<file path="src/rtl/audio_dsp_scheduler.sv">
// Audio DSP scheduler: captures L/R codec samples on LR clock edges, time-shares one filter
// engine over a req/ack handshake, applies saturating master volume and drives the output regs.
module audio_dsp_scheduler #(
  parameter int unsigned TIMEOUT     = 1024,
  parameter int unsigned VOL_DEFAULT = 8
) (
  input  logic        Clk,
  input  logic        Reset,
  input  logic        lrck,
  input  logic [15:0] audio_inL,
  input  logic [15:0] audio_inR,
  input  logic        DSP_enable,
  input  logic [3:0]  filter_select,
  input  logic        vol_up,
  input  logic        vol_down,
  input  logic        dsp_ack,
  input  logic [15:0] dsp_dout,
  output logic        dsp_req,
  output logic        dsp_chan,
  output logic [3:0]  dsp_sel,
  output logic [15:0] dsp_din,
  output logic [15:0] audio_outL,
  output logic [15:0] audio_outR,
  output logic [3:0]  volume,
  output logic        overrun,
  output logic        timeout,
  output logic        busy
);

  localparam int unsigned TimerW = (TIMEOUT > 1) ? $clog2(TIMEOUT) : 1;

  typedef enum logic [2:0] {StIdle, StIssue, StWait, StScale, StWrite} state_e;

  state_e state_q, state_d;

  // Bit 0 = lrck, bit 1 = vol_up, bit 2 = vol_down
  logic [2:0] sync_meta_q, sync_q, sync_prev_q;
  logic       lrck_rise, lrck_fall, up_rise, dn_rise;

  logic [15:0]       slot_l_q, slot_l_d, slot_r_q, slot_r_d;
  logic              pend_l_q, pend_l_d, pend_r_q, pend_r_d;
  logic [15:0]       work_q, work_d, scaled_q, scaled_d;
  logic [TimerW-1:0] timer_q, timer_d;
  logic              chan_q, chan_d, req_q, req_d;
  logic [3:0]        sel_q, sel_d, vol_q, vol_d;
  logic [15:0]       din_q, din_d, out_l_q, out_l_d, out_r_q, out_r_d;
  logic              overrun_q, overrun_d, timeout_q, timeout_d;
  logic              disp_l, disp_r;

  logic signed [20:0] work_ext, gain_ext, prod, shifted;
  logic        [15:0] sat;

  assign lrck_rise = sync_q[0] & ~sync_prev_q[0];
  assign lrck_fall = ~sync_q[0] & sync_prev_q[0];
  assign up_rise   = sync_q[1] & ~sync_prev_q[1];
  assign dn_rise   = sync_q[2] & ~sync_prev_q[2];

  // Gain is unsigned 0..15 with 3 fractional bits, so 8 is unity
  assign work_ext = {{5{work_q[15]}}, work_q};
  assign gain_ext = {17'd0, vol_q};
  assign prod     = work_ext * gain_ext;
  assign shifted  = prod >>> 3;

  // Clamp the scaled product into the 16-bit signed range
  always_comb begin
    sat = shifted[15:0];
    if (shifted > 21'sd32767) begin
      sat = 16'h7FFF;
    end else if (shifted < -21'sd32768) begin
      sat = 16'h8000;
    end
  end

  assign disp_l = (state_q == StIdle) && pend_l_q;
  assign disp_r = (state_q == StIdle) && !pend_l_q && pend_r_q;

  // Next-state, capture, dispatch and volume logic
  always_comb begin
    state_d   = state_q;
    slot_l_d  = slot_l_q;
    slot_r_d  = slot_r_q;
    pend_l_d  = pend_l_q;
    pend_r_d  = pend_r_q;
    work_d    = work_q;
    scaled_d  = scaled_q;
    timer_d   = timer_q;
    chan_d    = chan_q;
    req_d     = req_q;
    sel_d     = sel_q;
    din_d     = din_q;
    out_l_d   = out_l_q;
    out_r_d   = out_r_q;
    vol_d     = vol_q;
    overrun_d = overrun_q;
    timeout_d = timeout_q;

    // Dispatch clears the flag first so a same-cycle capture re-arms it without an overrun
    if (disp_l) pend_l_d = 1'b0;
    if (disp_r) pend_r_d = 1'b0;

    if (lrck_rise) begin
      slot_l_d = audio_inL;
      pend_l_d = 1'b1;
      if (pend_l_q && !disp_l) overrun_d = 1'b1;
    end
    if (lrck_fall) begin
      slot_r_d = audio_inR;
      pend_r_d = 1'b1;
      if (pend_r_q && !disp_r) overrun_d = 1'b1;
    end

    unique case (state_q)
      StIdle: begin
        if (disp_l || disp_r) begin
          chan_d  = disp_r;
          din_d   = disp_r ? slot_r_q : slot_l_q;
          work_d  = disp_r ? slot_r_q : slot_l_q;
          sel_d   = filter_select;
          state_d = DSP_enable ? StIssue : StScale;
        end
      end
      StIssue: begin
        req_d   = 1'b1;
        timer_d = '0;
        state_d = StWait;
      end
      StWait: begin
        timer_d = timer_q + 1'b1;
        if (dsp_ack) begin
          work_d  = dsp_dout;
          req_d   = 1'b0;
          state_d = StScale;
        end else if (timer_q == TimerW'(TIMEOUT - 1)) begin
          req_d     = 1'b0;
          timeout_d = 1'b1;
          state_d   = StScale;
        end
      end
      StScale: begin
        scaled_d = sat;
        state_d  = StWrite;
      end
      StWrite: begin
        if (chan_q) out_r_d = scaled_q;
        else        out_l_d = scaled_q;
        state_d = StIdle;
      end
      default: state_d = StIdle;
    endcase

    if (up_rise && !dn_rise && vol_q != 4'd15) begin
      vol_d = vol_q + 4'd1;
    end else if (dn_rise && !up_rise && vol_q != 4'd0) begin
      vol_d = vol_q - 4'd1;
    end
  end

  // FSM state register
  always_ff @(posedge Clk or posedge Reset) begin
    if (Reset) state_q <= StIdle;
    else       state_q <= state_d;
  end

  // Synchronizers and edge-detector history
  always_ff @(posedge Clk or posedge Reset) begin
    if (Reset) begin
      sync_meta_q <= '0;
      sync_q      <= '0;
      sync_prev_q <= '0;
    end else begin
      sync_meta_q <= {vol_down, vol_up, lrck};
      sync_q      <= sync_meta_q;
      sync_prev_q <= sync_q;
    end
  end

  // Datapath and status registers
  always_ff @(posedge Clk or posedge Reset) begin
    if (Reset) begin
      slot_l_q  <= '0;
      slot_r_q  <= '0;
      pend_l_q  <= 1'b0;
      pend_r_q  <= 1'b0;
      work_q    <= '0;
      scaled_q  <= '0;
      timer_q   <= '0;
      chan_q    <= 1'b0;
      req_q     <= 1'b0;
      sel_q     <= '0;
      din_q     <= '0;
      out_l_q   <= '0;
      out_r_q   <= '0;
      vol_q     <= 4'(VOL_DEFAULT);
      overrun_q <= 1'b0;
      timeout_q <= 1'b0;
    end else begin
      slot_l_q  <= slot_l_d;
      slot_r_q  <= slot_r_d;
      pend_l_q  <= pend_l_d;
      pend_r_q  <= pend_r_d;
      work_q    <= work_d;
      scaled_q  <= scaled_d;
      timer_q   <= timer_d;
      chan_q    <= chan_d;
      req_q     <= req_d;
      sel_q     <= sel_d;
      din_q     <= din_d;
      out_l_q   <= out_l_d;
      out_r_q   <= out_r_d;
      vol_q     <= vol_d;
      overrun_q <= overrun_d;
      timeout_q <= timeout_d;
    end
  end

  assign dsp_req    = req_q;
  assign dsp_chan   = chan_q;
  assign dsp_sel    = sel_q;
  assign dsp_din    = din_q;
  assign audio_outL = out_l_q;
  assign audio_outR = out_r_q;
  assign volume     = vol_q;
  assign overrun    = overrun_q;
  assign timeout    = timeout_q;
  assign busy       = (state_q != StIdle);

endmodule
</file>
<file path="config.mk">
export PLATFORM = sky130hd
export DESIGN_NAME = audio_dsp_scheduler
export DESIGN_NICKNAME = d
export VERILOG_FILES = /design/src/rtl/audio_dsp_scheduler.sv
export SDC_FILE = /design/constraint.sdc
export NUM_CORES = 1
export LEC_CHECK = 0
export BUFFER_PORTS_ARGS = -buffer_cell sky130_fd_sc_hd__buf_2
export CORE_MARGIN = 8
export CORE_UTILIZATION = 53
export DETAILED_ROUTE_END_ITERATION = 7
export GPL_ROUTABILITY_DRIVEN = 0
export PLACE_DENSITY = 0.76
export SLEW_MARGIN = 20
export SYNTH_ARGS = -nofsm -noshare
export SYNTH_HDL_FRONTEND = slang
export SYNTH_SLANG_ARGS = --single-unit
</file>
<file path="constraint.sdc">
create_clock -name Clk -period 4.4 [get_ports Clk]
set_clock_uncertainty 0.15 [all_clocks]
set_input_delay 0.44 -clock Clk [delete_from_list [all_inputs] [get_ports Clk]]
set_output_delay 0.44 -clock Clk [all_outputs]
set_load 0.02 [all_outputs]
</file>
==> flow_metrics.py <==
metrics = {
    "global_routing": {
        "grt_max_degree": 101,
        "antenna_found_initial": 0,
        "groute.usage.overall": 0.194,
        "first_global_vias": 6574,
        "overflow": 0,
        "grt_pass1_wl_mm": 31.8,
    },
    "detailed_routing": {
        "num_vias": 6485,
        "route.detailed.drc": 0,
        "drtIter0Drc": 341,
        "vias_per_cell": 5.28,
        "first_pass_iters": 5,
        "ant_nets": 0,
        "avgRoutedWirePerCell_um": 16.3,
        "wl_mm": 20.0,
    },
    "status": {
        "status": "finished with violations",
        "violations": "negative hold slack",
    },
    "timing": {
        "slew_headroom": 0.280,
        "hold_ws_ps": -5.60,
        "setup_violations": 0,
        "finalHoldViolations": 6,
        "finalMaxSlewViolations": 0,
        "max_slew.worst_pin.slew_ps": 1080,
        "post-route-period-util": 0.991,
        "min_period_ps": 4360,
        "fmax_ghz": 0.229,
        "rsz0062_at_grt": "yes",
        "worst_slack_ps": 41.0,
    },
    "setup_path": {
        "critPathMaxFanout": 7,
        "required_ps": 4500,
        "worst-setup-path-type": "register to register",
        "slowest_delay_ps": 660,
        "cp.arrival_ps": 4450,
        "worst_setup_path_end_kind": "register",
        "crit_chain": "buf_12, and2_4, ha_4, fa_1, inv_1, fa_1, inv_1, ha_4, a21o_1, a211o_1, o22a_1, o31ai_4, xor2_2, buf_6, a211oi_4, buf_6, a311oi_2",
        "critical_path.startpoint_type": "register",
        "slowest_stage": "dfstp_2",
    },
    "logic_synthesis": {
        "seq_area_frac_synth": 0.432,
        "ys_async_sr_fraction": 1.00,
        "synth.area.top_cells": "dfrtp_1 43%, fa_1 7.9%, mux2_2 7.0%, nand2_1 6.3%, ha_1 6.0%",
        "yosys_warnings": 0,
        "ys_top_cells_by_count": "147 x dfrtp_1, 144 x nand2_1, 75 x inv_1",
        "ys_seq_elements": 148,
        "synth_nets": 984,
        "yosysMostFrequentCell": "dfrtp_1",
        "syn_avg_cell_area_um2": 10.1,
        "synth_cell_type_count": 57,
        "yosys.area.top_type_share": 0.429,
        "syn_area_mm2": 0.00858,
        "syn_inst": 850,
        "synthFlopType": "dfrtp_1",
        "synth-edff-count": 0,
        "synth_top_cell_by_area": "dfrtp_1",
    },
    "floorplanning": {
        "dieArea_mm2": 0.0205,
        "start_util": 0.542,
        "die_w_um": 143,
        "boundaryPins": 120,
        "core_area_mm2": 0.0158,
        "die_h_um": 143,
        "rows": 46,
    },
    "clocking": {
        "htreeDepth": 4,
        "cts.sinks": 148,
        "ctsLongestPathBuffers": 2,
        "root_buffer": "clkbuf_16",
        "numCtsBuffers": 17,
        "tritoncts": "done",
        "clk_latency_ps": 430,
        "clk_pin_slew_ps": 60,
    },
    "finish": {
        "antenna_cells": 0,
        "layout-drive-gt1-share": 0.336,
        "seqCellArea_mm2": 0.00371,
        "layout.cells.non_filler": 1228,
        "nNetsFinal": 1133,
        "syn_to_final_growth_pct": 25.5,
        "multiInputGateArea_mm2": 0.00491,
        "fillers": 1142,
        "final_core_util": 0.680,
    },
    "place": {
        "portBuffers": 119,
        "place_ws_ps": -185,
        "dp_cells": 1179,
        "dp_hpwl_mm": 14.0,
    },
    "hold_path": {
        "hold_path.class": "input pin to async pin",
    },
    "job": {
        "maxCapViolations": 0,
    },
}
-- cell type report --
| cell class | instances | share of cell area |
|---|---|---|
| Clock inverter | 11 | 0.00732 |
| Inverter | 75 | 0.0265 |
| Timing Repair Buffer | 168 | 0.0971 |
| Sequential cell | 148 | 0.344 |
| Clock buffer | 21 | 0.0437 |
| Multi-Input combinational cell | 589 | 0.456 |
| Tap cell | 216 | 0.0251 |
-- placed cells by master (no fill, tap or decap), types with 6 or more instances in the layout --
| master | count |
|---|---|
| xnor2_1 | 13 |
| clkinvlp_4 | 6 |
| clkbuf_16 | 18 |
| inv_1 | 65 |
| ha_1 | 15 |
| mux2i_1 | 17 |
| buf_2 | 119 |
| a21oi_2 | 6 |
| dfrtp_1 | 146 |
| nand2_1 | 141 |
| a21o_1 | 7 |
| and3_1 | 8 |
| buf_4 | 37 |
| mux2_2 | 53 |
| xor2_1 | 9 |
| ha_4 | 25 |
| and2_1 | 34 |
| a311oi_2 | 10 |
| a21oi_1 | 12 |
| o21ai_0 | 69 |
| nor2_1 | 40 |
| and2_4 | 11 |
| inv_2 | 9 |
| fa_1 | 32 |
-- worst max-delay path: cells and delay by family (launching register included) --
kind / cells / cell delay, ps
DFF: 1 / 660
xor gates and xnor gates: 1 / 110
adders and majority gates: 4 / 1450
and+or+nand+nor: 1 / 140
buffers and inverters: 5 / 600
AOI/OAI and AO/OA: 6 / 1090
-- final timing paths --
check | startpoint | to | slack [ps] | cells past startpoint
max reg2reg | volume[3] | scaled_q[4] | 40 | 17
min in group Clk | audio_inR[1] | slot_r_q[1] | 50 | 3
min | Reset | slot_l_q[5] | -6 | 3
max | volume[3] | scaled_q[4] | 40 | 17
min reg2reg | sync_meta_q[1] | sync_q[1] | 200 | 0
max in group asynchronous | Reset | volume[2] | 3580 | 3
-- repair_timing --
| item | CTS | global route |
|---|---|---|
| resized for setup | 6 | 69 |
| gates cloned | 0 | 1 |
| pin swaps | 1 | 49 |
| setup endpoints to repair | 14 | 15 |
| buffers inserted | 2 | 11 |
| hold buffers | 3 | 0 |
| hold endpoints to repair | 3 | 0 |
-- cells by family (layout without fill, tap and decap cells) --
logic type | Yosys count | count (layout) | share of synthesized area
buffers and inverters | 113 | 275 | 0.0511
xor gates and xnor gates | 23 | 23 | 0.0244
adders and majority gates | 75 | 75 | 0.139
and+or+nand+nor | 272 | 272 | 0.145
muxes | 70 | 70 | 0.0894
AOI/OAI and AO/OA | 149 | 149 | 0.119
DFF | 148 | 148 | 0.432
-- per-layer routing --
layer	global-route usage	share of wire
met1	0.245	0.44
met3	0.0464	0.048
met5	0	0
met4	0.0610	0.020
met2	0.321	0.50
-- flip-flops by register name (all words and copies together), names as in the netlist, 3 cells and up --
signal	flops
audio_outL	16
audio_outR	16
dsp_din	16
scaled_q	16
slot_l_q	16
slot_r_q	16
work_q	16
timer_q	10
dsp_sel	4
volume	4
state_q	3
sync_meta_q	3
sync_prev_q	3
sync_q	3
-- through the flow --
stage / area (um2) / TNS, ps
6_report: 10800 / 0
5_1_grt: 10800 / -1480
4_1_cts: 10300 / 0
3_5_place_dp: 9630 / -2360
3_3_place_gp: 9630 / -1490
2_1_floorplan: 8670 / 0
Power is left out: the tool's default activity adds up to more than one toggle a clock period on the data nets, which glitch-free logic cannot reach.
